[src/rtl/gyrator_pkg.sv]
// rtl/gyrator_pkg.sv - shared types and default parameters for the multichannel gyrator
package gyrator_pkg;

  localparam int W_DEF  = 16;
  localparam int CW_DEF = 16;
  localparam int AW_DEF = 32;
  localparam int CH_DEF = 4;

  typedef enum logic [1:0] {
    BYP = 2'd0,
    RES = 2'd1,
    IND = 2'd2
  } mode_e;

  typedef enum logic [1:0] {
    IDLE = 2'd0,
    MUL  = 2'd1,
    ACC  = 2'd2,
    OUT  = 2'd3
  } state_e;

  // The reserved encoding 3 behaves as bypass.
  function automatic mode_e decode_mode(input logic [1:0] m);
    case (m)
      2'd1:    return RES;
      2'd2:    return IND;
      default: return BYP;
    endcase
  endfunction

endpackage

[src/rtl/gyr_sat.sv]
// rtl/gyr_sat.sv - signed saturating width reducer
module gyr_sat #(
  parameter int IW = 17,
  parameter int OW = 16
) (
  input  logic signed [IW-1:0] din_i,
  output logic signed [OW-1:0] dout_o
);

  localparam logic signed [OW-1:0] MAX_V = {1'b0, {(OW-1){1'b1}}};
  localparam logic signed [OW-1:0] MIN_V = {1'b1, {(OW-1){1'b0}}};

  generate
    if (IW <= OW) begin : g_extend
      assign dout_o = OW'(din_i);
    end else begin : g_clamp
      // The value fits when every bit above the output sign bit matches the input sign.
      logic fits;
      assign fits   = (din_i[IW-1:OW-1] == {(IW-OW+1){din_i[IW-1]}});
      assign dout_o = fits ? din_i[OW-1:0] : (din_i[IW-1] ? MIN_V : MAX_V);
    end
  endgenerate

endmodule

[src/rtl/multichannel_gyrator.sv]
// rtl/multichannel_gyrator.sv - per-channel voltage-to-current gyrator with shared multiplier
module multichannel_gyrator
  import gyrator_pkg::*;
#(
  parameter int W   = W_DEF,
  parameter int CW  = CW_DEF,
  parameter int AW  = AW_DEF,
  parameter int CH  = CH_DEF,
  parameter int CHW = (CH > 1) ? $clog2(CH) : 1
) (
  input  logic           clk,
  input  logic           rst,
  input  logic           in_valid,
  output logic           in_ready,
  input  logic [CHW-1:0] in_ch,
  input  logic [W-1:0]   in_data,
  output logic           out_valid,
  input  logic           out_ready,
  output logic [CHW-1:0] out_ch,
  output logic [W-1:0]   out_data,
  input  logic           cfg_we,
  input  logic [CHW-1:0] cfg_ch,
  input  logic [CW-1:0]  cfg_coef,
  input  logic [1:0]     cfg_mode,
  input  logic           cfg_clr
);

  state_e state_q, state_d;

  logic [CHW-1:0]       ch_q;
  logic signed [W-1:0]  data_q;
  logic signed [CW-1:0] coef_l_q;
  mode_e                mode_l_q;
  logic signed [W:0]    p_q;
  logic signed [W:0]    p_d;

  logic signed [CW-1:0] coef_q [CH];
  mode_e                mode_q [CH];
  logic signed [AW-1:0] acc_q  [CH];

  logic                 out_valid_q;
  logic [CHW-1:0]       out_ch_q;
  logic signed [W-1:0]  out_data_q;

  logic signed [AW:0]   acc_sum;
  logic signed [AW-1:0] acc_new;
  logic signed [W-1:0]  res_sat;
  logic signed [W-1:0]  ind_sat;
  logic signed [W-1:0]  result_d;
  logic                 in_ok;
  logic                 cfg_ok;
  logic                 in_take;

  generate
    if (CH == (1 << CHW)) begin : g_full_range
      assign in_ok  = 1'b1;
      assign cfg_ok = 1'b1;
    end else begin : g_part_range
      assign in_ok  = (in_ch  < CHW'(CH));
      assign cfg_ok = (cfg_ch < CHW'(CH));
    end
  endgenerate

  assign in_take = (state_q == IDLE) && in_valid && in_ok;

  // Single multiplier fed only by the latched sample and coefficient.
  assign p_d     = (W+1)'(((W+CW)'(data_q) * (W+CW)'(coef_l_q)) >>> (CW-1));
  assign acc_sum = (AW+1)'(acc_q[ch_q]) + (AW+1)'(p_q);

  gyr_sat #(.IW(AW+1), .OW(AW)) u_sat_acc (.din_i(acc_sum), .dout_o(acc_new));
  gyr_sat #(.IW(W+1),  .OW(W))  u_sat_res (.din_i(p_q),     .dout_o(res_sat));
  gyr_sat #(.IW(AW),   .OW(W))  u_sat_ind (.din_i(acc_new), .dout_o(ind_sat));

  // FSM state register.
  always_ff @(posedge clk or posedge rst) begin
    if (rst) state_q <= IDLE;
    else     state_q <= state_d;
  end

  // FSM next state; out-of-range channels are accepted in IDLE and dropped.
  always_comb begin
    state_d  = state_q;
    in_ready = 1'b0;
    case (state_q)
      IDLE: begin
        in_ready = 1'b1;
        if (in_valid && in_ok) state_d = MUL;
      end
      MUL:     state_d = ACC;
      ACC:     state_d = OUT;
      OUT:     if (out_ready) state_d = IDLE;
      default: state_d = IDLE;
    endcase
  end

  // Result selection by the mode latched at the input handshake.
  always_comb begin
    result_d = data_q;
    case (mode_l_q)
      RES:     result_d = res_sat;
      IND:     result_d = ind_sat;
      default: result_d = data_q;
    endcase
  end

  // Sample/config latch, product register and output register.
  always_ff @(posedge clk or posedge rst) begin
    if (rst) begin
      ch_q        <= '0;
      data_q      <= '0;
      coef_l_q    <= '0;
      mode_l_q    <= BYP;
      p_q         <= '0;
      out_valid_q <= 1'b0;
      out_ch_q    <= '0;
      out_data_q  <= '0;
    end else begin
      if (in_take) begin
        ch_q     <= in_ch;
        data_q   <= in_data;
        coef_l_q <= coef_q[in_ch];
        mode_l_q <= mode_q[in_ch];
      end
      if (state_q == MUL) p_q <= p_d;
      if (state_q == ACC) begin
        out_data_q  <= result_d;
        out_ch_q    <= ch_q;
        out_valid_q <= 1'b1;
      end else if ((state_q == OUT) && out_ready) begin
        out_valid_q <= 1'b0;
      end
    end
  end

  // Per-channel coefficient and mode registers, writable in any state.
  always_ff @(posedge clk or posedge rst) begin
    if (rst) begin
      for (int i = 0; i < CH; i++) begin
        coef_q[i] <= '0;
        mode_q[i] <= BYP;
      end
    end else if (cfg_we && cfg_ok) begin
      for (int i = 0; i < CH; i++) begin
        if (cfg_ch == CHW'(i)) begin
          coef_q[i] <= cfg_coef;
          mode_q[i] <= decode_mode(cfg_mode);
        end
      end
    end
  end

  // Per-channel accumulators; a clear beats a same-cycle inductive update.
  always_ff @(posedge clk or posedge rst) begin
    if (rst) begin
      for (int i = 0; i < CH; i++) acc_q[i] <= '0;
    end else begin
      for (int i = 0; i < CH; i++) begin
        if (cfg_clr && cfg_ok && (cfg_ch == CHW'(i))) begin
          acc_q[i] <= '0;
        end else if ((state_q == ACC) && (mode_l_q == IND) && (ch_q == CHW'(i))) begin
          acc_q[i] <= acc_new;
        end
      end
    end
  end

  assign out_valid = out_valid_q;
  assign out_ch    = out_ch_q;
  assign out_data  = out_data_q;

endmodule

[config.mk]
export PLATFORM = sky130hd
export DESIGN_NAME = multichannel_gyrator
export DESIGN_NICKNAME = d
export VERILOG_FILES = /design/src/rtl/gyrator_pkg.sv /design/src/rtl/gyr_sat.sv /design/src/rtl/multichannel_gyrator.sv
export SDC_FILE = /design/constraint.sdc
export NUM_CORES = 1
export LEC_CHECK = 0
export ABC_AREA = 1
export ABC_CLOCK_PERIOD_IN_PS = 9550
export CELL_PAD_IN_SITES_DETAIL_PLACEMENT = 0
export CELL_PAD_IN_SITES_GLOBAL_PLACEMENT = 2
export CORE_MARGIN = 2
export CORE_UTILIZATION = 35
export DETAILED_ROUTE_END_ITERATION = 8
export PLACE_DENSITY_LB_ADDON = 0.1
export REMOVE_ABC_BUFFERS = 1
export SYNTH_ARGS = -nofsm -noshare
export SYNTH_HDL_FRONTEND = slang
export SYNTH_SLANG_ARGS = --single-unit
[constraint.sdc]
create_clock -name clk -period 9.55 [get_ports clk]
set_input_delay 1.4325 -clock clk [delete_from_list [all_inputs] [get_ports clk]]
set_output_delay 1.4325 -clock clk [all_outputs]
set_load 0.1 [all_outputs]
### Yosys cells after proc, flatten, opt, wreduce, memory -nomap -nowiden

Cells that the tools add are included.

| storage, ports and cells | value |
|---|---|
| bits in registers | 274 |
| bits in latches | 0 |
| RAM bits | 0 |
| ROM bits | 0 |
| input port bits | 44 |
| output and inout port bits | 20 |
| word-level logic and storage cells | 100 |
| memories kept | 0 |

| operators by class | value |
|---|---|
| $add $sub $neg | 1 |
| $mul | 1 |
| div/mod/pow operators | 0 |
| $lt $le $gt $ge | 2 |
| eq/ne operators | 18 |
| shifts and indexed selects | 0 |
| multiplexer cells | 31 |
| bitwise operators | 2 |
| reduce and logical (&&, ||, !) cells | 24 |

Operator list:

| cell | count |
|---|---|
| 32-bit two-way mux | 12 |
| 16-bit two-way mux | 6 |
| 32-bit binary-select mux with 2-bit select | 1 |
| 32-bit by 17-bit adder with 33-bit output | 1 |
| 16-bit binary-select mux with 2-bit select | 1 |
| 16-bit by 16-bit multiplier with 32-bit output | 1 |
| 16-bit case mux with 2 select lines | 1 |
| 16-bit == test | 1 |
| 2-bit == test, second input constant | 8 |
| 1-bit logical AND | 11 |
| 2-bit by 1-bit == test with 1-bit output, second input constant | 5 |
| 2-bit AND reduction | 5 |
| 2-bit nonzero test | 5 |
| 2-bit two-way mux | 4 |
| 2-bit case mux with 4 select lines | 1 |
| 3-bit greater-or-equal comparator, second input constant | 2 |
| 2-bit zero test | 3 |
| 2-bit NOT with 3-bit output | 2 |
| 2-bit binary-select mux with 2-bit select | 1 |
| 2-bit inequality test, second input constant | 2 |
| 2-bit case mux with 2 select lines | 1 |
| 1-bit two-way mux | 3 |
| 1-bit == test | 2 |

### Logic depth before layout (Yosys ltp)

| depth | value |
|---|---|
| depth after elaboration | 10 |
| gate-level depth with buffers | 32 |
| depth with buffers taken out | 30 |

### Cells and area by module

Synthesis repeated with hierarchy kept, for this count alone.

| unflattened totals | value |
|---|---|
| cell total of the unflattened synthesis | 3250 |
| area, all modules | 25154.1 um2 |

Modules (own cells, without submodules):

| module | instances | cells each | area each (um2) | seq. area each (um2) |
|---|---|---|---|---|
| multichannel_gyrator | 1 | 3069 | 24227.0 | 6856.6 |
| gyr_sat at u_sat_acc | 1 | 76 | 400.4 | 0.0 |
| gyr_sat at u_sat_ind | 1 | 67 | 340.3 | 0.0 |
| gyr_sat at u_sat_res | 1 | 38 | 186.4 | 0.0 |

### Worst setup path before layout

No wires, ideal clock.

| timing | value |
|---|---|
| path kind | register to register |
| start point | reg data_q[10] |
| end point | reg p_q[9] |
| setup time | 0.134 ns |
| data arrival time | 5.607 ns |
| data required time | 9.416 ns |
| path slack | 3.809 ns |
| cell stages (with the launch flop) | 23 |
| path buffers | 2 |
| period minus slack after synthesis | 5.741 ns |
| cells stage by stage | dfrtp_1 clkbuf_1 clkbuf_1 nand2_1 fa_1 fa_1 fa_1 fa_1 inv_1 fa_1 fa_1 ha_1 a21oi_1 o21a_1 o21ai_0 a21oi_1 inv_1 a21oi_1 o21bai_1 a21o_1 or2_2 nand3_1 o21ai_0 |

| between the ends | value |
|---|---|
| cells in the longest elaborated chain, start to end | 1 |

RTL lines:

| item | RTL line | RTL |
|---|---|---|
| start: declaration | multichannel_gyrator.sv:31 | `logic signed [W-1:0] data_q;` |
| start signal: assignment | multichannel_gyrator.sv:120 | `data_q <= in_data;` |
| 16-bit by 16-bit multiplier with 32-bit output | multichannel_gyrator.sv:67 | `assign p_d = (W+1)'(((W+CW)'(data_q) * (W+CW)'(coef_l_q)) >>> (CW-1));` |
| end signal: assignment | multichannel_gyrator.sv:124 | `if (state_q == MUL) p_q <= p_d;` |
| end: declaration | multichannel_gyrator.sv:34 | `logic signed [W:0] p_q;` |

Every way passes these cells.
A chain may end at the register's enable or synchronous reset.

### Worst setup path after layout

Ends and elaborated chain as after synthesis.

==> out/metrics.yaml <==
coreArea_um2: 71500
final_common_cell: "nand2_1"
cts_resized: 0
htreeDepth: 2
drive_gt1_share_pct: 4.32
top_layer_used: "met4"
worstPathMaxFanout: 18
worst_pin_slew_ps: 1150
place_ws_ps: 3060
synth_xor_area_share_pct: 1.01
wl_met1_um: 40200
yosysWarnings: 0
synth_adder_area_share_pct: 26.7
core.rowCount: 98
worstPathArrival_ps: 6960
wl_met3_um: 3960
hold_viol: 0
placed_cells: 4170
start_util_pct: 35.3
synth_edf_count: 0
vias: 20900
required_ps: 9980
cts_tree: "yes"
synth_seq_area_share_pct: 27.2
wl_met2_um: 34900
fin_tns_setup_ps: 0
grtUsageTotal_pct: 22.2
area_growth_pct: 10.2
synth_top_family_by_area: "adder cells"
synth.avg_cell_area_um2: 7.65
synth_flop_cell: "dfrtp_1"
final_cells: 4235
max_slew_margin_pct: 22.9
io_pins: 64
slew_violations: 0
synth-compound-area-share_pct: 12.6
clk_latency_ps: 580
synth_cells: 3299
die_w_um: 273
gp_congestion: 0.839
numCtsBuffers: 35
grt_max_degree: 157
synthMuxAreaShare_pct: 0
grt_first_pass_wirelength_um: 126000
yosys.area_share.simple_pct: 18.2
nNetsFinal: 3682
critPathLaunchType: "flop"
worst_slack_ps: 3030
rsz0062_at_grt: "no"
viasPerCell: 4.92
ys_seq_elements: 274
min_path_type: "reg2reg"
drt_iter0_markers: 1460
post_cts_buffers: 0
overflow: 0
synthDistinctLibCells: 47
finalCriticalPeriod_ps: 6520
crit_type: "reg2reg"
io_buffers: 63
max_freq_mhz: 153
antenna_found_initial: 1
grt_pass1_vias: 21600
drc_errors: 0
die-area_um2: 74300
clk_pin_slew_ps: 60
final_cell_mix: "819 x nand2_1, 781 x inv_1, 274 x dfrtp_1"
clockRootBuffer: "clkbuf_16"
skew_ps: 36.9
status: "complete, no violations"
die_h_um: 273
fin_util_pct: 38.9
drt-wirelength-per-cell_um: 19.0
fin_crit_sh_pct: 68.3
drt_wl_total_um: 80500
clockBufferDepth: 3
cts_hold_buf: 0
setup-violations-final: 0
drtAntennaViolNets: 0
hpwl_um: 60300
endpoint_kind: "flop"
syn_area_um2: 25200
firstDrtPassIters: 5
maxCapViolCount: 0
clock_sinks: 274
async_flop_share_pct: 100
-- critical path, stage by stage, from the launching register on --
cell,delay (ps)
dfrtp_1,910
nand2_1,180
fa_1,550
fa_1,580
fa_1,480
fa_1,560
inv_1,50
fa_1,490
fa_1,420
ha_1,320
a21oi_1,240
o21a_1,150
o21ai_0,70
a21oi_1,240
inv_1,70
a21oi_1,240
o21bai_1,190
a21o_1,200
or2_2,260
nand3_1,80
o21ai_0,80
-- through the flow --
step           cell area, um^2  hold WS [ps]
2_1_floorplan            24600           442
3_3_place_gp             26600           457
3_5_place_dp             26600           462
4_1_cts                  27800           476
5_1_grt                  27800           498
6_report                 27800           474
-- cell usage after synthesis (2+ instances only) --
library cell / n / area share (%)
nor3_1: 8 / 0.16
ha_1: 119 / 5.9
and2_1: 7 / 0.17
clkbuf_1: 133 / 2.0
nand4_1: 17 / 0.42
o211ai_1: 19 / 0.57
fa_1: 262 / 21
o21ai_2: 3 / 0.10
o21bai_1: 5 / 0.15
a31oi_1: 29 / 0.72
o21ai_1: 27 / 0.54
dfrtp_1: 274 / 27
a21oi_2: 3 / 0.10
nor2_4: 2 / 0.089
a22oi_1: 31 / 0.92
and3_1: 3 / 0.074
o22ai_1: 130 / 3.2
nand3_1: 86 / 1.7
nor2_1: 155 / 2.3
nand3_2: 2 / 0.079
buf_2: 4 / 0.079
or2_2: 8 / 0.20
a21o_1: 7 / 0.21
nand2_2: 15 / 0.37
buf_6: 7 / 0.31
nand2_1: 820 / 12
o21a_1: 7 / 0.21
xnor2_1: 22 / 0.76
buf_1: 11 / 0.16
a21oi_1: 89 / 1.8
o221ai_1: 32 / 1.1
clkinv_1: 2 / 0.030
nand2_4: 4 / 0.18
xor2_1: 7 / 0.24
inv_1: 782 / 12
nor2_2: 7 / 0.17
inv_2: 8 / 0.12
o21ai_0: 143 / 2.8
-- per-layer routing --
layer | track usage [%] | vias to the layer above
met1 | 33.1 | 10300
met5 | 0 | -
met4 | 4.50 | 0
met2 | 34.4 | 435
li1 | - | 10000
met3 | 3.01 | 75
-- layout make-up --
class                      count  area [um^2]
clock buffer                  51         1040
sequential                   274         6860
clock inverter                13          171
timing repair buffer          77          743
fill                        7534        43700
multi-input combinational   2077        14800
tap                          950         1190
inverter                     792         2980
antenna                        1         2.50
-- path summary, 6_finish.rpt --
kind / from / endpoint / slack, ps / depth (start not counted)
max in group asynchronous: rst / coef_q[5] / 6720 / 3
worst min register to register: mode_q[2] / mode_q[2] / 470 / 2
worst max-delay path: data_q[10] / p_q[9] / 3030 / 20
worst max register to register: data_q[10] / p_q[9] / 3030 / 20
min in group asynchronous: rst / acc_q[91] / 1410 / 2
worst min-delay path: mode_q[2] / mode_q[2] / 470 / 2
-- state kept, by name, summed over array words and instances, names as in the netlist --
signal / flops
mode_l_q: 2
coef_l_q: 16
out_data: 16
coef_q: 64
acc_q: 128
ch_q: 2
state_q: 2
out_ch: 2
data_q: 16
mode_q: 8
p_q: 17
out_valid: 1
-- cells by family after synthesis --
logic type	after synthesis
adders and majority gates	381
DFF	274
AOI/OAI and AO/OA	529
buffers and inverters	948
xor gates and xnor gates	29
and+or+nand+nor	1138
Power is not shown: default switching activity piles up to over one toggle a cycle in this logic, so the estimate is an artifact.
